**config.mk**
```make
export PLATFORM = sky130hd
export DESIGN_NAME = bcd_countdown_timer
export DESIGN_NICKNAME = d
export VERILOG_FILES = /design/src/rtl/timer_pkg.sv /design/src/rtl/bcd_digit_dec.sv /design/src/rtl/bcd_countdown_timer.sv
export SDC_FILE = /design/constraint.sdc
export NUM_CORES = 1
export LEC_CHECK = 0
export CORE_ASPECT_RATIO = 0.5
export CORE_MARGIN = 2
export CORE_UTILIZATION = 35
export DETAILED_ROUTE_END_ITERATION = 10
export PLACE_DENSITY = 0.72
export SKIP_CTS_REPAIR_TIMING = 1
export SLEW_MARGIN = 20
export SYNTH_ARGS = -nofsm -noshare
export SYNTH_HDL_FRONTEND = slang
export SYNTH_SLANG_ARGS = --single-unit
```
**constraint.sdc**
```tcl
create_clock -name clk -period 6.45 [get_ports clk]
set_clock_uncertainty 0.2 [all_clocks]
set_input_delay 1.29 -clock clk [delete_from_list [all_inputs] [get_ports clk]]
set_output_delay 1.29 -clock clk [all_outputs]
set_load 0.02 [all_outputs]
```
**src/rtl/timer_pkg.sv**
```systemverilog
// timer_pkg: shared state encoding, digit width and digit maxima for the countdown timer
package timer_pkg;
  localparam int DW = 4;
  localparam logic [1:0] ST_IDLE = 2'd0;
  localparam logic [1:0] ST_PAUSED = 2'd1;
  localparam logic [1:0] ST_RUNNING = 2'd2;
  localparam logic [1:0] ST_DONE = 2'd3;
  localparam logic [DW-1:0] ONES_MAX = 4'd9;
  localparam logic [DW-1:0] MIN_TENS_MAX_DEF = 4'd9;
  localparam logic [DW-1:0] SEC_TENS_MAX_DEF = 4'd5;
  function automatic logic [DW-1:0] clamp_digit(input logic [DW-1:0] d, input logic [DW-1:0] m);
    return (d > m) ? m : d;
  endfunction
endpackage

```
**src/rtl/bcd_digit_dec.sv**
```systemverilog
// bcd_digit_dec: one BCD digit of the borrow chain, wrapping 0 to max on borrow
module bcd_digit_dec
  import timer_pkg::*;
(
  input  logic [DW-1:0] digit,
  input  logic [DW-1:0] max,
  input  logic          borrow_in,
  output logic [DW-1:0] digit_out,
  output logic          borrow_out
);
  always_comb begin
    borrow_out = borrow_in && (digit == '0);
    digit_out = !borrow_in ? digit : (digit == '0) ? max : digit - 1'b1;
  end
endmodule

```
**src/rtl/bcd_countdown_timer.sv**
```systemverilog
// bcd_countdown_timer: MM:SS BCD countdown driven by the rising edges of a tick level
module bcd_countdown_timer
  import timer_pkg::*;
#(
  parameter logic [DW-1:0] MIN_TENS_MAX = MIN_TENS_MAX_DEF,
  parameter logic [DW-1:0] SEC_TENS_MAX = SEC_TENS_MAX_DEF
) (
  input  logic        clk,
  input  logic        rst_n,
  input  logic        tick,
  input  logic        load,
  input  logic [15:0] preset,
  input  logic        start,
  input  logic        stop,
  input  logic        clear,
  output logic [15:0] digits,
  output logic        running,
  output logic        zero,
  output logic        done,
  output logic        alarm
);
  localparam logic [15:0] MAXV = {MIN_TENS_MAX, ONES_MAX, SEC_TENS_MAX, ONES_MAX};
  logic [1:0] state_q, state_d;
  logic [15:0] digits_q, digits_d, dec, pre;
  logic [4:0] b;
  logic tick_q, rise_q, rise_d;
  logic running_q, running_d, zero_q, zero_d, done_q, done_d, alarm_q, alarm_d;
  assign b[0] = 1'b1;
  for (genvar i = 0; i < 4; i++) begin : g_dec
    bcd_digit_dec u_dec (
      .digit(digits_q[DW*i+:DW]),
      .max(MAXV[DW*i+:DW]),
      .borrow_in(b[i]),
      .digit_out(dec[DW*i+:DW]),
      .borrow_out(b[i+1])
    );
    assign pre[DW*i+:DW] = clamp_digit(preset[DW*i+:DW], MAXV[DW*i+:DW]);
  end
  // The registered rise gives the fixed one-cycle edge-detect latency
  assign rise_d = tick & ~tick_q;
  always_comb begin
    state_d = state_q;
    digits_d = digits_q;
    if (clear) begin
      state_d = ST_IDLE;
      digits_d = '0;
    end else if (load && state_q != ST_RUNNING) begin
      digits_d = pre;
      state_d = (pre == '0) ? ST_IDLE : ST_PAUSED;
    end else if (stop && state_q == ST_RUNNING) begin
      state_d = ST_PAUSED;
    end else if (start && state_q == ST_PAUSED) begin
      state_d = ST_RUNNING;
    end else if (rise_q && state_q == ST_RUNNING && !b[4]) begin
      digits_d = dec;
      state_d = (dec == '0) ? ST_DONE : ST_RUNNING;
    end
    running_d = state_d == ST_RUNNING;
    alarm_d = state_d == ST_DONE;
    zero_d = digits_d == '0;
    done_d = state_d == ST_DONE && state_q != ST_DONE;
  end
  always_ff @(posedge clk) begin
    if (!rst_n) begin
      state_q <= ST_IDLE;
      digits_q <= '0;
      tick_q <= 1'b0;
      rise_q <= 1'b0;
      running_q <= 1'b0;
      zero_q <= 1'b1;
      done_q <= 1'b0;
      alarm_q <= 1'b0;
    end else begin
      state_q <= state_d;
      digits_q <= digits_d;
      tick_q <= tick;
      rise_q <= rise_d;
      running_q <= running_d;
      zero_q <= zero_d;
      done_q <= done_d;
      alarm_q <= alarm_d;
    end
  end
  assign digits = digits_q;
  assign running = running_q;
  assign zero = zero_q;
  assign done = done_q;
  assign alarm = alarm_q;
endmodule
```
### After elaboration in Yosys (flattened, before gate mapping)

Index checks and enable logic that the tools add are counted.

* bits of input ports: 23
* output and inout bits: 20
* word-level logic and storage cells: 64
* register bits: 24

* order comparisons: 4
* muxes and demuxes: 23
* reduce and logical (&&, ||, !) cells: 17
* bitwise gates (word level): 2
* add/subtract/negate cells: 4
* equality and inequality tests: 6

Operators with widths (count)
* 16-bit two-way mux: 5
* 16-bit zero test: 3
* 4-bit two-way mux: 11
* 4-bit zero test: 4
* 4-bit by 1-bit subtractor with 4-bit output (second input constant): 4
* 4-bit > comparator (second input constant): 3
* 2-bit two-way mux: 5
* 1-bit logical AND: 9
* 2-bit equality test (second input constant): 3
* 4-bit by 3-bit > comparator with 1-bit output (second input constant): 1
* 2-bit != test (second input constant): 2
* 2-bit by 1-bit equality test with 1-bit output (second input constant): 1
* 1-bit two-way mux: 2
* 1-bit AND: 1
* 1-bit zero test: 1
* 1-bit inverter: 1

### Depth between registers and ports, before layout

* depth in word-level cells: 13
* depth in mapped cells: 10
* gate-level depth less buffers: 9

### By module

Synthesis repeated with hierarchy kept, for this count alone.

* cells, all modules: 253
* area total of the unflattened synthesis: 1949.4 um^2

Modules (own cells, without submodules)
* bcd_countdown_timer: cells an instance 161, area each 1331.3 um^2, seq. area each 480.5 um^2, instances 1
* bcd_digit_dec (g_dec[1].u_dec ...): cells an instance 23, area each 152.6 um^2, seq. area each 0.0 um^2, instances 3
* bcd_digit_dec (g_dec[0].u_dec): cells an instance 23, area each 160.2 um^2, seq. area each 0.0 um^2, instances 1

### Worst setup path before layout

No wires, ideal clock.

* kind: input to register
* start: in stop
* end: reg zero_q (netlist: zero)
* slack: 2.880 ns
* path buffers: 1
* stages on the path: 8
* data required time: 6.154 ns
* arrival: 3.274 ns
* path through: and4bb_2 > clkbuf_8 > nand2_1 > o21ai_0 > a211oi_1 > or3b_2 > or4_4 > o41ai_2

* word-level cells in the longest chain between the ends: 5

RTL lines
* start: declaration: line bcd_countdown_timer.sv:14 `input logic stop,`
* 1-bit logical AND: line bcd_countdown_timer.sv:50 `end else if (stop && state_q == ST_RUNNING) begin`
* 16-bit two-way mux: line bcd_countdown_timer.sv:50
* 16-bit two-way mux: line bcd_countdown_timer.sv:47 `end else if (load && state_q != ST_RUNNING) begin`
* 16-bit two-way mux: line bcd_countdown_timer.sv:44 `if (clear) begin`
* 16-bit zero test: line bcd_countdown_timer.sv:60 `zero_d = digits_d == '0;`
* end signal: assignment: line bcd_countdown_timer.sv:79 `zero_q <= zero_d;`
* end: declaration: line bcd_countdown_timer.sv:27 `logic running_q, running_d, zero_q, zero_d, done_q, done_d, alarm_q, alarm_d;`

Every way passes these cells.
A chain may end at the register's enable or synchronous reset.

### Final worst setup path

Ends and elaborated chain as after synthesis.

==> impl_metrics.py <==
metrics = {
    "logic_synthesis": {
        "synth_common_cells": "dfxtp_1 (24), nor2_1 (22), inv_1 (12), a21oi_1 (11), and2_1 (10)",
        "synth_edf_count": 0,
        "synthDistinctLibCells": 60,
        "yosysMostFrequentCell": "dfxtp_1",
        "ys_seq_elements": 24,
        "syn_inst": 211,
        "syn-cell-area_sq_um": 1710,
        "yosys_warnings": 0,
        "yosysSeqAreaShare": 0.282,
        "synthArstFlopShare": 0,
        "synth.top_cell.area_share": 0.282,
        "syn_nets": 237,
        "yosysTopAreaCell": "dfxtp_1",
        "synth_area_leaders": "dfxtp_1 (28%), nor2_1 (4.8%), and2_1 (3.7%)",
        "ys.flop_type": "dfxtp_1",
        "syn_area_per_cell_sq_um": 8.08,
    },
    "detailed_routing": {
        "vias": 1861,
        "wirelength_mm": 5.28,
        "route.detailed.drc": 0,
        "vias_per_cell": 5.96,
        "drt-pass1-iter-count": 5,
        "drt_iter0_markers": 195,
        "wl_per_cell_um": 16.9,
        "antenna_left": 0,
    },
    "global_routing": {
        "grt_pass1_wl_mm": 8.36,
        "gr-total-overflow": 0,
        "first_global_vias": 1662,
        "grt_antenna_before_repair": 0,
        "grt_usage": 0.204,
        "grt_max_degree": 19,
    },
    "layout": {
        "stdcell_area_sq_um": 2180,
        "layout-drive-gt1-share": 0.0691,
        "area_growth_pct": 27.7,
        "nNetsFinal": 274,
        "n_antenna_cell": 0,
    },
    "min_path": {
        "whs_path_depth": 1,
        "hp-start": "tick_q$_SDFF_PN0_",
        "hold_class": "reg2reg",
        "hold_end": "rise_q$_SDFF_PN0_",
    },
    "flow_run": {
        "maxCapViolations": 0,
    },
    "placed_design": {
        "pre_cts_ws_ps": 2140,
        "dp_hpwl_mm": 4.12,
        "port_buffers": 42,
        "place_congestion": 1.00,
        "place_area_sq_um": 2140,
    },
    "sta": {
        "tightest_slew_ps": 858,
        "rsz0062_at_grt": "false",
        "fin_setup_tns_ps": 0,
        "setup_violations": 0,
        "clock.fmax_mhz": 245,
        "finalCritPeriodShare": 0.632,
        "setup_ws_ps": 2370,
        "hold_viol": 0,
        "relSlewSlack": 0.427,
        "slew_violations": 0,
        "holdWs_ps": 193,
        "timing.final.crit_period_ps": 4080,
    },
    "setup_path": {
        "start_kind": "input port",
        "crit_chain": "clkdlybuf4s50_1 > and4bb_2 > nand2_1 > o21ai_0 > a211oi_1 > or3b_2 > or4_4 > o41ai_2",
        "worstPathMaxFanout": 8,
        "arrival_ps": 4060,
        "slowest_delay_ps": 530,
        "required_ps": 6430,
        "critPathBufInv": 1,
        "cp-end-kind": "register",
        "cpLargestDelayFamily": "simple AND/OR/NAND/NOR gates",
        "r2r-end": "zero$_SDFF_PN1_",
        "reg2reg_depth": 9,
        "criticalPathCategory": "in2reg",
        "critPathSlowestCell": "or4_4",
        "reg2reg_from": "digits[4]$_SDFF_PN0_",
        "reg2reg_setup_slack_ps": 2840,
    },
    "clocking": {
        "numCtsBuffers": 3,
        "cts.path.max_buffers": 2,
        "cts_tree": "yes",
        "cts_root_buffer": "clkbuf_8",
        "clk_pin_slew_ps": 90,
        "clock_sinks": 24,
        "htree_levels": 1,
        "clk_latency_ps": 270,
    },
    "run_status": {
        "status": "finished, final reports clean",
    },
    "floorplan": {
        "die_x_um": 103,
        "start_util": 0.376,
        "die_y_um": 53.4,
        "core-area_sq_um": 4530,
        "fp-row-count": 17,
        "dieArea_sq_um": 5480,
        "io_pins": 43,
    },
    "power": {
        "ir_drop_mv": 0.0777,
        "leakage_nw": 0.773,
        "cellPowerDensity_nw_per_um2": 160,
    },
}
[state kept, by name, indices dropped and copies added (netlist names)]
register / flops
alarm: 1
running: 1
tick_q: 1
done: 1
zero: 1
state_q: 2
digits: 16
rise_q: 1
[where the power goes]
| part | total, W | switching, W | leakage [nW] | internal (W) |
|---|---|---|---|---|
| Combinational | 0.000100 | 0.0000548 | 0.556 | 0.0000455 |
| Sequential | 0.000160 | 0.00000694 | 0.196 | 0.000153 |
| Clock | 0.0000891 | 0.0000473 | 0.0216 | 0.0000418 |
[layout make-up]
cell class	count	area, sq um
flip-flops and latches	24	480
fillers	439	2350
multi-input cells	163	1100
inverters	13	48.8
well taps	66	82.6
clock buffers	3	41.3
repair buffers	43	428
[metal layers]
layer  global-route usage  wire length, um
met2                0.314             2340
met1                0.282             2310
met3               0.0489              553
met4               0.0600               78
met5                    0                0
[per-stage QoR]
step / util / power (W) / instances
final: 0.481 / 0.000349 / 312
after global routing: 0.481 / 0.000368 / 312
after CTS: 0.481 / 0.000350 / 312
after detailed placement: 0.472 / 0.000261 / 309
after global placement: 0.472 / 0.000261 / 309
after floorplan: - / 0.000225 / 211
[kinds of logic after synthesis]
group                    Yosys count  share of synthesized area
adder cells (fa/ha/maj)            3                     0.0220
AO/OA/AOI/OAI                     55                      0.254
XOR/XNOR                           5                     0.0257
AND/OR/NAND/NOR                   96                      0.318
buffers and inverters             24                     0.0748
multiplexers                       4                     0.0235
flip-flops                        24                      0.282
[worst max path at each step]
| stage | end | slack (ps) | from | cells after the start |
|---|---|---|---|---|
| floorplan | zero$_SDFF_PN1_ | 2880 | stop | 8 |
| global placement | zero$_SDFF_PN1_ | 2230 | load | 7 |
| detailed placement | zero$_SDFF_PN1_ | 2140 | stop | 8 |
| CTS | zero$_SDFF_PN1_ | 2420 | load | 7 |
| global route | zero$_SDFF_PN1_ | 2260 | load | 7 |
| finish | zero$_SDFF_PN1_ | 2370 | stop | 8 |
[worst register-to-register path, cell delays in order, from the launching register on]
cell	delay (ps)
dfxtp_1	380
inv_1	100
ha_1	290
nor3b_1	740
nand2_1	230
o221ai_1	220
a21oi_1	70
or3b_2	460
or4_4	530
o41ai_2	300
[placed cells by master (no fill, tap or decap), types with 3 or more instances in the layout]
master	n
a211oi_1	5
a21oi_1	11
and2_1	10
clkbuf_8	3
clkdlybuf4s50_1	42
dfxtp_1	24
ha_1	3
inv_1	12
mux2i_1	4
nand2_1	9
nand2b_1	3
nand3_1	9
nand4_1	4
nand4b_1	3
nor2_1	22
nor2b_1	3
nor3_1	9
nor3b_1	3
nor4_1	6
o211ai_1	3
o21ai_0	5
or3b_2	3
xor2_1	3
Note: power is estimated with default switching activity, not from simulation.
